### src/rtl/adc0809_scan_peak_if.sv
// adc0809_scan_peak_if: converter strobes, control inputs and per-channel result buses of the scanner
interface adc0809_scan_peak_if #(parameter int NUM_CH = 4, parameter int DW = 8);
   logic                 sample_en;
   logic                 peak_clr;
   logic                 eoc;
   logic [DW-1:0]        adc_data;
   logic                 adc_clock;
   logic                 start;
   logic                 ale;
   logic                 oe;
   logic [2:0]           address;
   logic [NUM_CH*DW-1:0] value_bus;
   logic [NUM_CH*DW-1:0] max_bus;
   logic [NUM_CH*DW-1:0] min_bus;
   logic                 sample_valid;
   logic [2:0]           sample_ch;
   logic                 eoc_timeout;
   modport master (
      input  sample_en, peak_clr, eoc, adc_data,
      output adc_clock, start, ale, oe, address, value_bus, max_bus, min_bus,
             sample_valid, sample_ch, eoc_timeout
   );
   modport slave (
      output sample_en, peak_clr, eoc, adc_data,
      input  adc_clock, start, ale, oe, address, value_bus, max_bus, min_bus,
             sample_valid, sample_ch, eoc_timeout
   );
endinterface

### src/rtl/adc0809_scan_peak.sv
// adc0809_scan_peak: round-robin ADC0809 scanner with per-channel latest sample and peak hold.
// Define MIN_HOLD_EN to add per-channel min-hold registers (otherwise min_bus is all-ones).
module adc0809_scan_peak #(
   parameter int NUM_CH  = 4,
   parameter int DW      = 8,
   parameter int ADC_DIV = 25,
   parameter int PH_CYC  = 2,
   parameter int EOC_TO  = 4095
) (
   input logic                 clock,
   input logic                 reset,
   adc0809_scan_peak_if.master bus
);
   localparam int CW = $clog2(EOC_TO + ADC_DIV + PH_CYC + 2);
   typedef enum logic [2:0] {IDLE, ADDR, ALE, START, WAIT_LO, WAIT_HI, READ, STORE} state_t;
   state_t               r_state, w_nxt;
   logic [CW-1:0]        r_cnt, r_div;
   logic [2:0]           r_ch, r_sch;
   logic [1:0]           r_eoc_s;
   logic [DW-1:0]        r_data;
   logic                 r_adc_clk, r_start, r_ale, r_oe, r_sv, r_to;
   logic [NUM_CH*DW-1:0] r_val, r_max;
   logic [NUM_CH-1:0]    w_st;
   logic                 w_last, w_tmo, w_adv, w_eoc, w_div;
   assign w_eoc  = r_eoc_s[1];
   assign w_last = r_cnt == CW'(PH_CYC - 1);
   assign w_div  = r_div == CW'(ADC_DIV - 1);
   assign w_adv  = r_state == STORE || w_tmo;
   always_comb begin
      w_nxt = r_state;
      w_tmo = 1'b0;
      case (r_state)
         IDLE:    w_nxt = bus.sample_en ? ADDR : IDLE;
         ADDR:    w_nxt = w_last ? ALE : ADDR;
         ALE:     w_nxt = w_last ? START : ALE;
         START:   w_nxt = w_last ? WAIT_LO : START;
         WAIT_LO: begin
            w_tmo = w_eoc && r_cnt == CW'(EOC_TO - 1);
            w_nxt = !w_eoc ? WAIT_HI : w_tmo ? (bus.sample_en ? ADDR : IDLE) : WAIT_LO;
         end
         WAIT_HI: begin
            w_tmo = !w_eoc && r_cnt == CW'(EOC_TO - 1);
            w_nxt = w_eoc ? READ : w_tmo ? (bus.sample_en ? ADDR : IDLE) : WAIT_HI;
         end
         READ:    w_nxt = w_last ? STORE : READ;
         default: w_nxt = bus.sample_en ? ADDR : IDLE;
      endcase
   end
   always_comb begin
      w_st = '0;
      for (int k = 0; k < NUM_CH; k++) w_st[k] = r_state == STORE && r_ch == 3'(k);
   end
   always_ff @(posedge clock or negedge reset) begin
      if (!reset) begin
         r_state   <= IDLE;
         r_cnt     <= '0;
         r_div     <= '0;
         r_adc_clk <= 1'b0;
         r_eoc_s   <= '0;
         r_ale     <= 1'b0;
         r_start   <= 1'b0;
         r_oe      <= 1'b0;
         r_data    <= '0;
         r_sv      <= 1'b0;
         r_sch     <= '0;
         r_ch      <= '0;
         r_to      <= 1'b0;
      end else begin
         r_state   <= w_nxt;
         r_cnt     <= (w_nxt != r_state || r_state == IDLE) ? '0 : r_cnt + CW'(1);
         r_div     <= w_div ? '0 : r_div + CW'(1);
         r_adc_clk <= r_adc_clk ^ w_div;
         r_eoc_s   <= {r_eoc_s[0], bus.eoc};
         r_ale     <= w_nxt == ALE || w_nxt == START;
         r_start   <= w_nxt == START;
         r_oe      <= w_nxt == READ;
         if (r_state == READ && w_last) r_data <= bus.adc_data;
         r_sv      <= r_state == STORE;
         if (r_state == STORE) r_sch <= r_ch;
         if (w_adv) r_ch <= (r_ch == 3'(NUM_CH - 1)) ? '0 : r_ch + 3'd1;
         r_to      <= w_tmo | (r_to & ~bus.peak_clr);
      end
   end
   // a STORE coinciding with peak_clr seeds the cleared hold with the new sample
   always_ff @(posedge clock or negedge reset) begin
      if (!reset) begin
         r_val <= '0;
         r_max <= '0;
      end else begin
         for (int k = 0; k < NUM_CH; k++) begin
            if (w_st[k]) r_val[k*DW +: DW] <= r_data;
            if (w_st[k] && (bus.peak_clr || r_data > r_max[k*DW +: DW])) r_max[k*DW +: DW] <= r_data;
            else if (bus.peak_clr) r_max[k*DW +: DW] <= '0;
         end
      end
   end
`ifdef MIN_HOLD_EN
   logic [NUM_CH*DW-1:0] r_min;
   always_ff @(posedge clock or negedge reset) begin
      if (!reset) r_min <= '1;
      else begin
         for (int k = 0; k < NUM_CH; k++) begin
            if (w_st[k] && (bus.peak_clr || r_data < r_min[k*DW +: DW])) r_min[k*DW +: DW] <= r_data;
            else if (bus.peak_clr) r_min[k*DW +: DW] <= '1;
         end
      end
   end
   assign bus.min_bus = r_min;
`else
   assign bus.min_bus = '1;
`endif
   assign bus.adc_clock    = r_adc_clk;
   assign bus.start        = r_start;
   assign bus.ale          = r_ale;
   assign bus.oe           = r_oe;
   assign bus.address      = r_ch;
   assign bus.value_bus    = r_val;
   assign bus.max_bus      = r_max;
   assign bus.sample_valid = r_sv;
   assign bus.sample_ch    = r_sch;
   assign bus.eoc_timeout  = r_to;
endmodule

### src/flat_wrapper.sv
// flat-port wrapper written by rule: the top's interface ports become plain ports
module adc0809_scan_peak_flat 
#(
   parameter int NUM_CH  = 4,
   parameter int DW      = 8,
   parameter int ADC_DIV = 25,
   parameter int PH_CYC  = 2,
   parameter int EOC_TO  = 4095
)
  (clock, reset, bus_sample_en, bus_peak_clr, bus_eoc, bus_adc_data, bus_adc_clock, bus_start, bus_ale, bus_oe, bus_address, bus_value_bus, bus_max_bus, bus_min_bus, bus_sample_valid, bus_sample_ch, bus_eoc_timeout);
  adc0809_scan_peak_if #(.NUM_CH(NUM_CH), .DW(DW)) bus_i ();
  input logic clock;
  input logic reset;
  input wire logic [$bits(bus_i.sample_en)-1:0] bus_sample_en;
  input wire logic [$bits(bus_i.peak_clr)-1:0] bus_peak_clr;
  input wire logic [$bits(bus_i.eoc)-1:0] bus_eoc;
  input wire logic [$bits(bus_i.adc_data)-1:0] bus_adc_data;
  output wire logic [$bits(bus_i.adc_clock)-1:0] bus_adc_clock;
  output wire logic [$bits(bus_i.start)-1:0] bus_start;
  output wire logic [$bits(bus_i.ale)-1:0] bus_ale;
  output wire logic [$bits(bus_i.oe)-1:0] bus_oe;
  output wire logic [$bits(bus_i.address)-1:0] bus_address;
  output wire logic [$bits(bus_i.value_bus)-1:0] bus_value_bus;
  output wire logic [$bits(bus_i.max_bus)-1:0] bus_max_bus;
  output wire logic [$bits(bus_i.min_bus)-1:0] bus_min_bus;
  output wire logic [$bits(bus_i.sample_valid)-1:0] bus_sample_valid;
  output wire logic [$bits(bus_i.sample_ch)-1:0] bus_sample_ch;
  output wire logic [$bits(bus_i.eoc_timeout)-1:0] bus_eoc_timeout;
  assign bus_i.sample_en = bus_sample_en;
  assign bus_i.peak_clr = bus_peak_clr;
  assign bus_i.eoc = bus_eoc;
  assign bus_i.adc_data = bus_adc_data;
  assign bus_adc_clock = bus_i.adc_clock;
  assign bus_start = bus_i.start;
  assign bus_ale = bus_i.ale;
  assign bus_oe = bus_i.oe;
  assign bus_address = bus_i.address;
  assign bus_value_bus = bus_i.value_bus;
  assign bus_max_bus = bus_i.max_bus;
  assign bus_min_bus = bus_i.min_bus;
  assign bus_sample_valid = bus_i.sample_valid;
  assign bus_sample_ch = bus_i.sample_ch;
  assign bus_eoc_timeout = bus_i.eoc_timeout;
  adc0809_scan_peak #(.NUM_CH(NUM_CH), .DW(DW), .ADC_DIV(ADC_DIV), .PH_CYC(PH_CYC), .EOC_TO(EOC_TO)) u_core (.clock(clock), .reset(reset), .bus(bus_i));
endmodule
### config.mk
export PLATFORM = sky130hd
export DESIGN_NAME = adc0809_scan_peak_flat
export DESIGN_NICKNAME = d
export VERILOG_FILES = /design/src/rtl/adc0809_scan_peak_if.sv /design/src/rtl/adc0809_scan_peak.sv /design/src/flat_wrapper.sv
export SDC_FILE = /design/constraint.sdc
export NUM_CORES = 1
export LEC_CHECK = 0
export BUFFER_PORTS_ARGS = -buffer_cell sky130_fd_sc_hd__clkbuf_2
export CORE_UTILIZATION = 45
export CTS_CLUSTER_DIAMETER = 40
export DETAILED_ROUTE_END_ITERATION = 8
export PLACE_DENSITY = 0.63
export SYNTH_ARGS = -nofsm -noshare
export SYNTH_HDL_FRONTEND = slang
export SYNTH_SLANG_ARGS = --single-unit
### constraint.sdc
create_clock -name clock -period 3.6 [get_ports clock]
set_clock_uncertainty 0.2 [all_clocks]
set_input_delay 0.36 -clock clock [delete_from_list [all_inputs] [get_ports clock]]
set_output_delay 0.36 -clock clock [all_outputs]
set_load 0.02 [all_outputs]
==> summary.txt, run 1 <==
Timing
  – Setup TNS: 0 ns
  – Slew HR: 0.4326
  – Fin. Hold Viols: 0
  – Final Setup Violations: 0
  – Unrepaired setup endpoints after global routing: no
  – Min cycle time layout: 2.566 ns
  – FMAX: 389.7 MHz
  – Actual slew at the worst max-slew pin: 0.8511 ns
  – Slew Viols, Final: 0
  – Final period utilization: 0.7128

Critical path
  – Reg2reg path depth: 5
  – CP Launch Type: register
  – Reg-to-Reg Start: u_core.r_state[2]
  – CP Max Fanout: 18
  – Worst EP required: 3.74 ns
  – Worst Setup End Kind: register
  – Reg-to-reg slack, setup: 1.03 ns
  – Arrival time at the worst endpoint: 2.71 ns
  – Setup Crit Path Kind: reg -> reg
  – FF-to-FF End: u_core.bus.max_bus[10]

Synthesis
  – Synthesized area: 6556 µm²
  – Area leader, netlist: dfrtp_1
  – Main synth FF type: dfrtp_1
  – Synth top area share: 0.4389
  – Post-synthesis sequential area ratio: 0.4389
  – Synth area leaders: dfrtp_1 44%, ha_1 7.8%, mux2_2 6.4%
  – Synthesized instance count: 676
  – Post-synth EDFFs: 0
  – Synth cell types: 55
  – Synth Register Bits: 115
  – Async S/R FF share, synth: 1.000
  – Syn_area_per_cell: 9.699 µm²
  – Yosys warns: 0

Global route
  – Antenna violations before repair: 0
  – Total track usage: 0.2250
  – Largest net degree at the start of global routing: 69
  – Remaining Overflow, GRT: 0
  – Vias in the first global route: 5,331
  – First-pass GRT wire length: 26,020 µm

Place
  – Port Buffer Count: 88
  – DP HPWL: 11,070 µm
  – # placed instances: 916
  – Gpl congestion: 0.8572

Pwr
  – Cell internal pwr: 3.414 mW
  – Leak pwr: 3.635 nW
  – Pwr Density: 773.5 nW/µm²
  – Switching share of power: 0.4233
  – Peak VDD IR: 0.3899 mV
  – Sequential Power Share: 0.355
  – Comb pwr share: 0.383
  – Switching Power: 2.506 mW
  – Total power: 5.920 mW
  – Clock share of power: 0.262

CTS
  – Total clock buffers created by CTS: 17
  – Clk sinks: 115
  – Worst skew pair latency: 0.41 ns
  – CTS H-tree lvls: 4
  – Max clock buf depth: 2
  – CTS root buf: clkbuf_16
  – Clock slew at reported path FFs: 0.05 ns
  – CTS tree: done

Die
  – Die X: 122.7 µm
  – Die area: 15,060 µm²
  – I/O pin cnt: 121
  – Initial core utilization: 0.4669
  – Row count: 43
  – Die height: 122.7 µm
  – Core footprint: 14,040 µm²

Detailed routing
  – ANT nets after route: 0
  – First drt pass iteration count: 5
  – WL per Instance: 16.92 µm
  – Vias: 5,370
  – DRC errors left: 0
  – Post-Route WL: 16,160 µm
  – DRT iter0 DRCs: 405
  – Vias/cell: 5.623

Worst hold path
  – Worst Hold Depth: 4
  – Hold path startpoint: bus_sample_en
  – Hold endpoint: u_core.r_state[0]
  – Tightest Hold Check Type: in -> reg

Run status
  – Status: finished, final reports clean

Finish
  – Most frequent cells in the layout: 115 x dfrtp_1, 87 x clkbuf_2, 79 x nand3_1
  – Final-stage net count: 819
  – Final non-filler cell total: 955
  – Ant diodes: 0
  – Area grow syn2layout: 16.74%
  – Commonest non-fill, non-tap cell in the layout: dfrtp_1
  – Layout cells sized above 1: 0.2103

Job
  – Total of max-cap violations: 0
==> cell families (layout without fill, tap and decap cells) <==
group / after synthesis / count (layout) / share of synthesized area
DFF: 115 / 115 / 0.4389
and+or+nand+nor: 229 / 229 / 0.1729
AOI/OAI and AO/OA: 124 / 124 / 0.1305
other: 1 / 32 / 0.0005720
muxes: 40 / 40 / 0.06813
adders and majority gates: 41 / 41 / 0.07824
xor gates and xnor gates: 24 / 24 / 0.03206
buffers and inverters: 102 / 170 / 0.07862
==> worst max-delay path, cell delays in order (launching register included) <==
cell	delay, ns
dfrtp_1	0.66
and4b_1	0.42
nand2_1	0.34
nor2_1	0.55
o211ai_1	0.19
nand3_1	0.14
==> cells in the mapped netlist, types with 4 or more instances <==
cell type,number
o21a_1,5
nand4_1,10
ha_1,41
mux2_2,37
buf_1,5
xor2_1,13
inv_1,39
dfrtp_1,115
clkbuf_1,20
a21o_1,4
xnor2_1,11
nor4_1,4
nand2_1,32
and3_1,7
buf_4,32
nand3_1,79
nor2b_1,11
nor2_1,61
a22oi_1,33
o21ai_0,10
o211ai_1,36
o21ai_1,5
nand2b_1,4
a21oi_1,19
o22ai_1,4
==> worst max-delay path by stage <==
stage	from	endpoint	depth (start not counted)
5_1_grt	u_core.r_state[2]	u_core.bus.max_bus[10]	5
4_1_cts	u_core.r_state[2]	u_core.bus.max_bus[10]	5
3_3_place_gp	u_core.r_state[2]	u_core.bus.max_bus[8]	5
6_report	u_core.r_state[2]	u_core.bus.max_bus[10]	5
3_5_place_dp	u_core.r_state[2]	u_core.bus.max_bus[10]	5
2_1_floorplan	u_core.r_cnt[0]	u_core.r_cnt[10]	8
==> routing by layer <==
metal / part of all wire / GRT usage
met4: 0.022 / 0.1113
met3: 0.064 / 0.05297
met2: 0.49 / 0.3683
met5: 0 / 0
met1: 0.42 / 0.2775
==> state kept, by name, indices dropped and copies added (netlist names) <==
register / cells
u_core.bus.adc_clock: 1
u_core.bus.address: 3
u_core.bus.ale: 1
u_core.bus.eoc_timeout: 1
u_core.bus.max_bus: 32
u_core.bus.oe: 1
u_core.bus.sample_ch: 3
u_core.bus.sample_valid: 1
u_core.bus.start: 1
u_core.bus.value_bus: 32
u_core.r_cnt: 13
u_core.r_data: 8
u_core.r_div: 13
u_core.r_eoc_s: 2
u_core.r_state: 3
==> power groups by stage <==
stage / Sequential (mW) / Clock, mW / Combinational (mW)
6_report: 2.10 / 1.55 / 2.27
5_1_grt: 2.15 / 1.64 / 2.53
4_1_cts: 2.10 / 1.58 / 2.26
3_5_place_dp: 2.12 / 0 / 2.24
3_3_place_gp: 2.10 / 0 / 2.16
2_1_floorplan: 2.13 / 0 / 1.51
==> timing repair <==
item,in CTS,in global routing
setup buffers,0,0
hold buffers,10,0
endpoints found under the hold margin,56,0
gates resized for setup,0,0
==> through the flow <==
step           worst slack, ns  hold slack [ns]  instance area [µm²]    util
6_report                 1.034           0.1162                 7654  0.5450
5_1_grt                 0.7451           0.1461                 7654  0.5450
4_1_cts                  1.067           0.1110                 7654  0.5450
3_5_place_dp             1.073           0.1564                 7010  0.4992
3_3_place_gp             1.116           0.1596                 7010  0.4992
2_1_floorplan            1.370          -0.1356                 6673       -
==> layout make-up <==
| type | count | area, µm² |
|---|---|---|
| sequential | 115 | 2878 |
| inverter | 40 | 150.1 |
| tap | 180 | 225.2 |
| fill | 1257 | 6389 |
| multi-input combinational | 490 | 3279 |
| timing repair buffer | 101 | 578.1 |
| clock inverter | 6 | 55.05 |
| clock buffer | 23 | 488.0 |
(Power assumes the default switching activity.)
==> inputs of run 2 (changes only) <==
--- a/config.mk
+++ b/config.mk
@@ -5,6 +5,7 @@
 export SDC_FILE = /design/constraint.sdc
 export NUM_CORES = 1
 export LEC_CHECK = 0
+export ABC_AREA = 1
 export BUFFER_PORTS_ARGS = -buffer_cell sky130_fd_sc_hd__clkbuf_2
 export CORE_UTILIZATION = 45
 export CTS_CLUSTER_DIAMETER = 40
==> constraint.sdc (replaced) <==
create_clock -name clock -period 2.4 [get_ports clock]
set_clock_uncertainty 0.2 [all_clocks]
set_input_delay 0.24 -clock clock [delete_from_list [all_inputs] [get_ports clock]]
set_output_delay 0.24 -clock clock [all_outputs]
set_load 0.02 [all_outputs]
==> run 2 against run 1 <==
Against the previous run:
- critical path depth is 3 higher
- flip-flop and latch count is the same
- global-route usage shrank 1.5 points
- non-clock buffer count grew 11
- wire length fell by 16%
- sequential power is 26% higher
- cell count rose by 0.42%
- die area decreased by 7.3%
- clock power grew 70%
==> summary.txt, run 2 <==
Run status
  – Status: finished, final reports clean (unchanged)

Finish
  – Area grow syn2layout: 22.05% (was 16.74%)
  – # fillers: 1,184 (was 1,257)
  – Layout cells sized above 1: 0.2542 (was 0.2103)
  – Most frequent cells in the layout: 112 x nand2_1, 111 x dfrtp_1, 89 x nand3_1 (was 115 x dfrtp_1, 87 x clkbuf_2, 79 x nand3_1)
  – Ant diodes: 0 (unchanged)
  – Commonest non-fill, non-tap cell in the layout: nand2_1 (was dfrtp_1)
  – Sequential cell area: 2883 µm² (was 2878 µm²)
  – Area of the multi-input gates: 2689 µm² (was 3279 µm²)
  – Final-stage net count: 824 (was 819)
  – Post-route cell area: 7411 µm² (was 7654 µm²)

Global route
  – Vias in the first global route: 4,711 (was 5,331)
  – Total track usage: 0.2105 (was 0.2250)
  – First-pass GRT wire length: 22,990 µm (was 26,020 µm)
  – Remaining Overflow, GRT: 0 (unchanged)
  – Largest net degree at the start of global routing: 50 (was 69)
  – Antenna violations before repair: 0 (unchanged)

Synthesis
  – Main synth FF type: dfrtp_1 (unchanged)
  – Area leader, netlist: dfrtp_1 (unchanged)
  – Synth area leaders: dfrtp_1 47%, ha_1 8.4%, mux2_2 7.4% (was dfrtp_1 44%, ha_1 7.8%, mux2_2 6.4%)
  – Post-synthesis sequential area ratio: 0.4739 (was 0.4389)
  – Synth Area in XOR/XNOR: 0.02308 (was 0.03206)
  – Multiplexer share of the synthesized area: 0.07418 (was 0.06813)
  – Synth Register Bits: 115 (unchanged)
  – Simple-gate portion of the synthesized area: 0.2071 (was 0.1729)
  – Adder-cell share of the synthesized area: 0.08448 (was 0.07824)
  – Async S/R FF share, synth: 1.000 (unchanged)
  – Synthesized area: 6072 µm² (was 6556 µm²)
  – Post-synth EDFFs: 0 (unchanged)
  – Synth cell count leaders: 115 x dfrtp_1, 112 x nand2_1, 90 x nand3_1 (was 115 x dfrtp_1, 79 x nand3_1, 61 x nor2_1)
  – Synth cell types: 27 (was 55)
  – Yosys warns: 0 (unchanged)
  – Syn_area_per_cell: 9.242 µm² (was 9.699 µm²)
  – Synthesized instance count: 657 (was 676)
  – Synth top area share: 0.4739 (was 0.4389)
  – Dominant cell by count in the synthesized netlist: dfrtp_1 (unchanged)
  – Synth Area in Compound Gates: 0.03256 (was 0.1305)
  – Largest family of logic cells by synthesized area: simple AND/OR/NAND/NOR gates (unchanged)

CTS
  – Worst skew pair latency: 0.41 ns (about the same)
  – Clk sinks: 115 (unchanged)
  – CTS root buf: clkbuf_16 (unchanged)
  – CTS tree: done (unchanged)
  – Total clock buffers created by CTS: 17 (unchanged)
  – Max clock buf depth: 2 (unchanged)
  – CTS H-tree lvls: 4 (unchanged)
  – Clock slew at reported path FFs: 0.05 ns (about the same)
  – Buffers inserted by post-CTS timing repair: 0 (unchanged)

Detailed routing
  – ANT nets after route: 0 (unchanged)
  – Vias: 4,748 (was 5,370)
  – Post-Route WL: 13,630 µm (was 16,160 µm)
  – Vias/cell: 4.951 (was 5.623)
  – First drt pass iteration count: 5 (unchanged)
  – DRC errors left: 0 (unchanged)
  – WL per Instance: 14.21 µm (was 16.92 µm)
  – DRT iter0 DRCs: 386 (was 405)

Pwr
  – Pwr Density: 1001 nW/µm² (was 773.5 nW/µm²)
  – Leak pwr: 3.896 nW (was 3.635 nW)
  – Peak VDD IR: 0.5364 mV (was 0.3899 mV)

Timing
  – Final period utilization: 0.8973 (was 0.7128)
  – Final Setup Violations: 0 (unchanged)
  – Fin. Hold Viols: 0 (unchanged)
  – Slew HR: 0.5541 (was 0.4326)
  – Actual slew at the worst max-slew pin: 0.6688 ns (was 0.8511 ns)
  – Slew Viols, Final: 0 (unchanged)
  – Min cycle time layout: 2.153 ns (was 2.566 ns)
  – Fin worst setup slack: 0.2465 ns (was 1.034 ns)
  – FMAX: 464.4 MHz (was 389.7 MHz)
  – Setup TNS: 0 ns (unchanged)

Place
  – DP HPWL: 9482 µm (was 11,070 µm)
  – Port Buffer Count: 88 (unchanged)
  – Placed cell area: 6666 µm² (was 7010 µm²)
  – Pre-CTS WS: 0.1548 ns (was 1.073 ns)
  – Gpl congestion: 0.8707 (was 0.8572)

Die
  – Die height: 118.2 µm (was 122.7 µm)
  – Initial core utilization: 0.4603 (was 0.4669)
  – Die X: 118.2 µm (was 122.7 µm)
  – I/O pin cnt: 121 (unchanged)
  – Core footprint: 13,190 µm² (was 14,040 µm²)
  – Row count: 42 (was 43)
  – Die area: 13,960 µm² (was 15,060 µm²)

Critical path
  – Setup Crit Path Kind: reg -> reg (unchanged)
  – Worst Setup End Kind: register (unchanged)
  – Arrival time at the worst endpoint: 2.25 ns (was 2.71 ns)
  – Worst EP required: 2.50 ns (was 3.74 ns)
  – CP Launch Type: register (unchanged)
  – CP Max Fanout: 9 (was 18)

Worst hold path
  – Tightest Hold Check Type: reg -> reg (was in -> reg)

Job
  – Total of max-cap violations: 0 (unchanged)
==> run 2: final cells by class <==
class,count,area share
inverter,83,0.04204
multi-input combinational,441,0.3628
clock inverter,10,0.02094
tap,176,0.02971
timing repair buffer,112,0.09286
sequential,115,0.3890
clock buffer,22,0.06264
==> run 2: report_power, final <==
group / total [mW] / internal (mW) / switching (mW) / leakage, nW
logic: 2.13 / 0.797 / 1.33 / 2.05
registers: 2.65 / 2.23 / 0.415 / 1.54
clock network: 2.64 / 1.78 / 0.859 / 0.300
==> run 2: timing repair <==
action / CTS / global route
resized for setup: 0 / 6
hold endpoints to repair: 58 / 0
hold buffers: 11 / 0
endpoints found under the setup margin: 0 / 40
==> run 2: metrics by stage <==
| stage | utilization | hold slack [ns] | total power, mW | std cells |
|---|---|---|---|---|
| floorplan | - | -0.2556 | 4.087 | 688 |
| global placement | 0.5054 | 0.1106 | 4.698 | 916 |
| detailed placement | 0.5054 | 0.1118 | 4.755 | 916 |
| CTS | 0.5607 | 0.1466 | 7.446 | 959 |
| global route | 0.5618 | 0.1745 | 7.892 | 959 |
| finish | 0.5618 | 0.1515 | 7.417 | 959 |
==> run 2: routing by layer <==
layer / routed length [µm] / up-vias / global-route usage
met4: 184 / 0 / 0.06811
met3: 691 / 18 / 0.05550
met2: 6624 / 122 / 0.3467
met5: 0 / - / 0
li1: - / 2309 / -
met1: 6131 / 2299 / 0.2692
==> run 2: final timing paths <==
path,start,to,slack [ns],cells past startpoint
setup / recovery,u_core.r_data[2],u_core.bus.max_bus[28],0.25,8
hold / removal,u_core.r_eoc_s[0],u_core.r_eoc_s[1],0.15,0
setup reg to reg,u_core.r_data[2],u_core.bus.max_bus[28],0.25,8
hold reg to reg,u_core.r_eoc_s[0],u_core.r_eoc_s[1],0.15,0
max in group asynchronous,reset,u_core.bus.value_bus[26],1.16,3
min in group asynchronous,reset,u_core.bus.value_bus[21],0.20,2
==> run 2: worst max-delay path, stage by stage (launching register included) <==
cell and delay (ns):
dfrtp_1 0.54, ha_1 0.36, nand2_1 0.05, o21ai_0 0.18, nand2_1 0.07, o211ai_1 0.10
nand3_1 0.31, nand3_1 0.17, nand2_1 0.06
==> run 2: kinds of logic after synthesis <==
family	count (synthesis)
AOI/OAI and AO/OA	37
xor gates and xnor gates	16
adders and majority gates	41
buffers and inverters	132
DFF	115
muxes	40
other	1
and+or+nand+nor	275
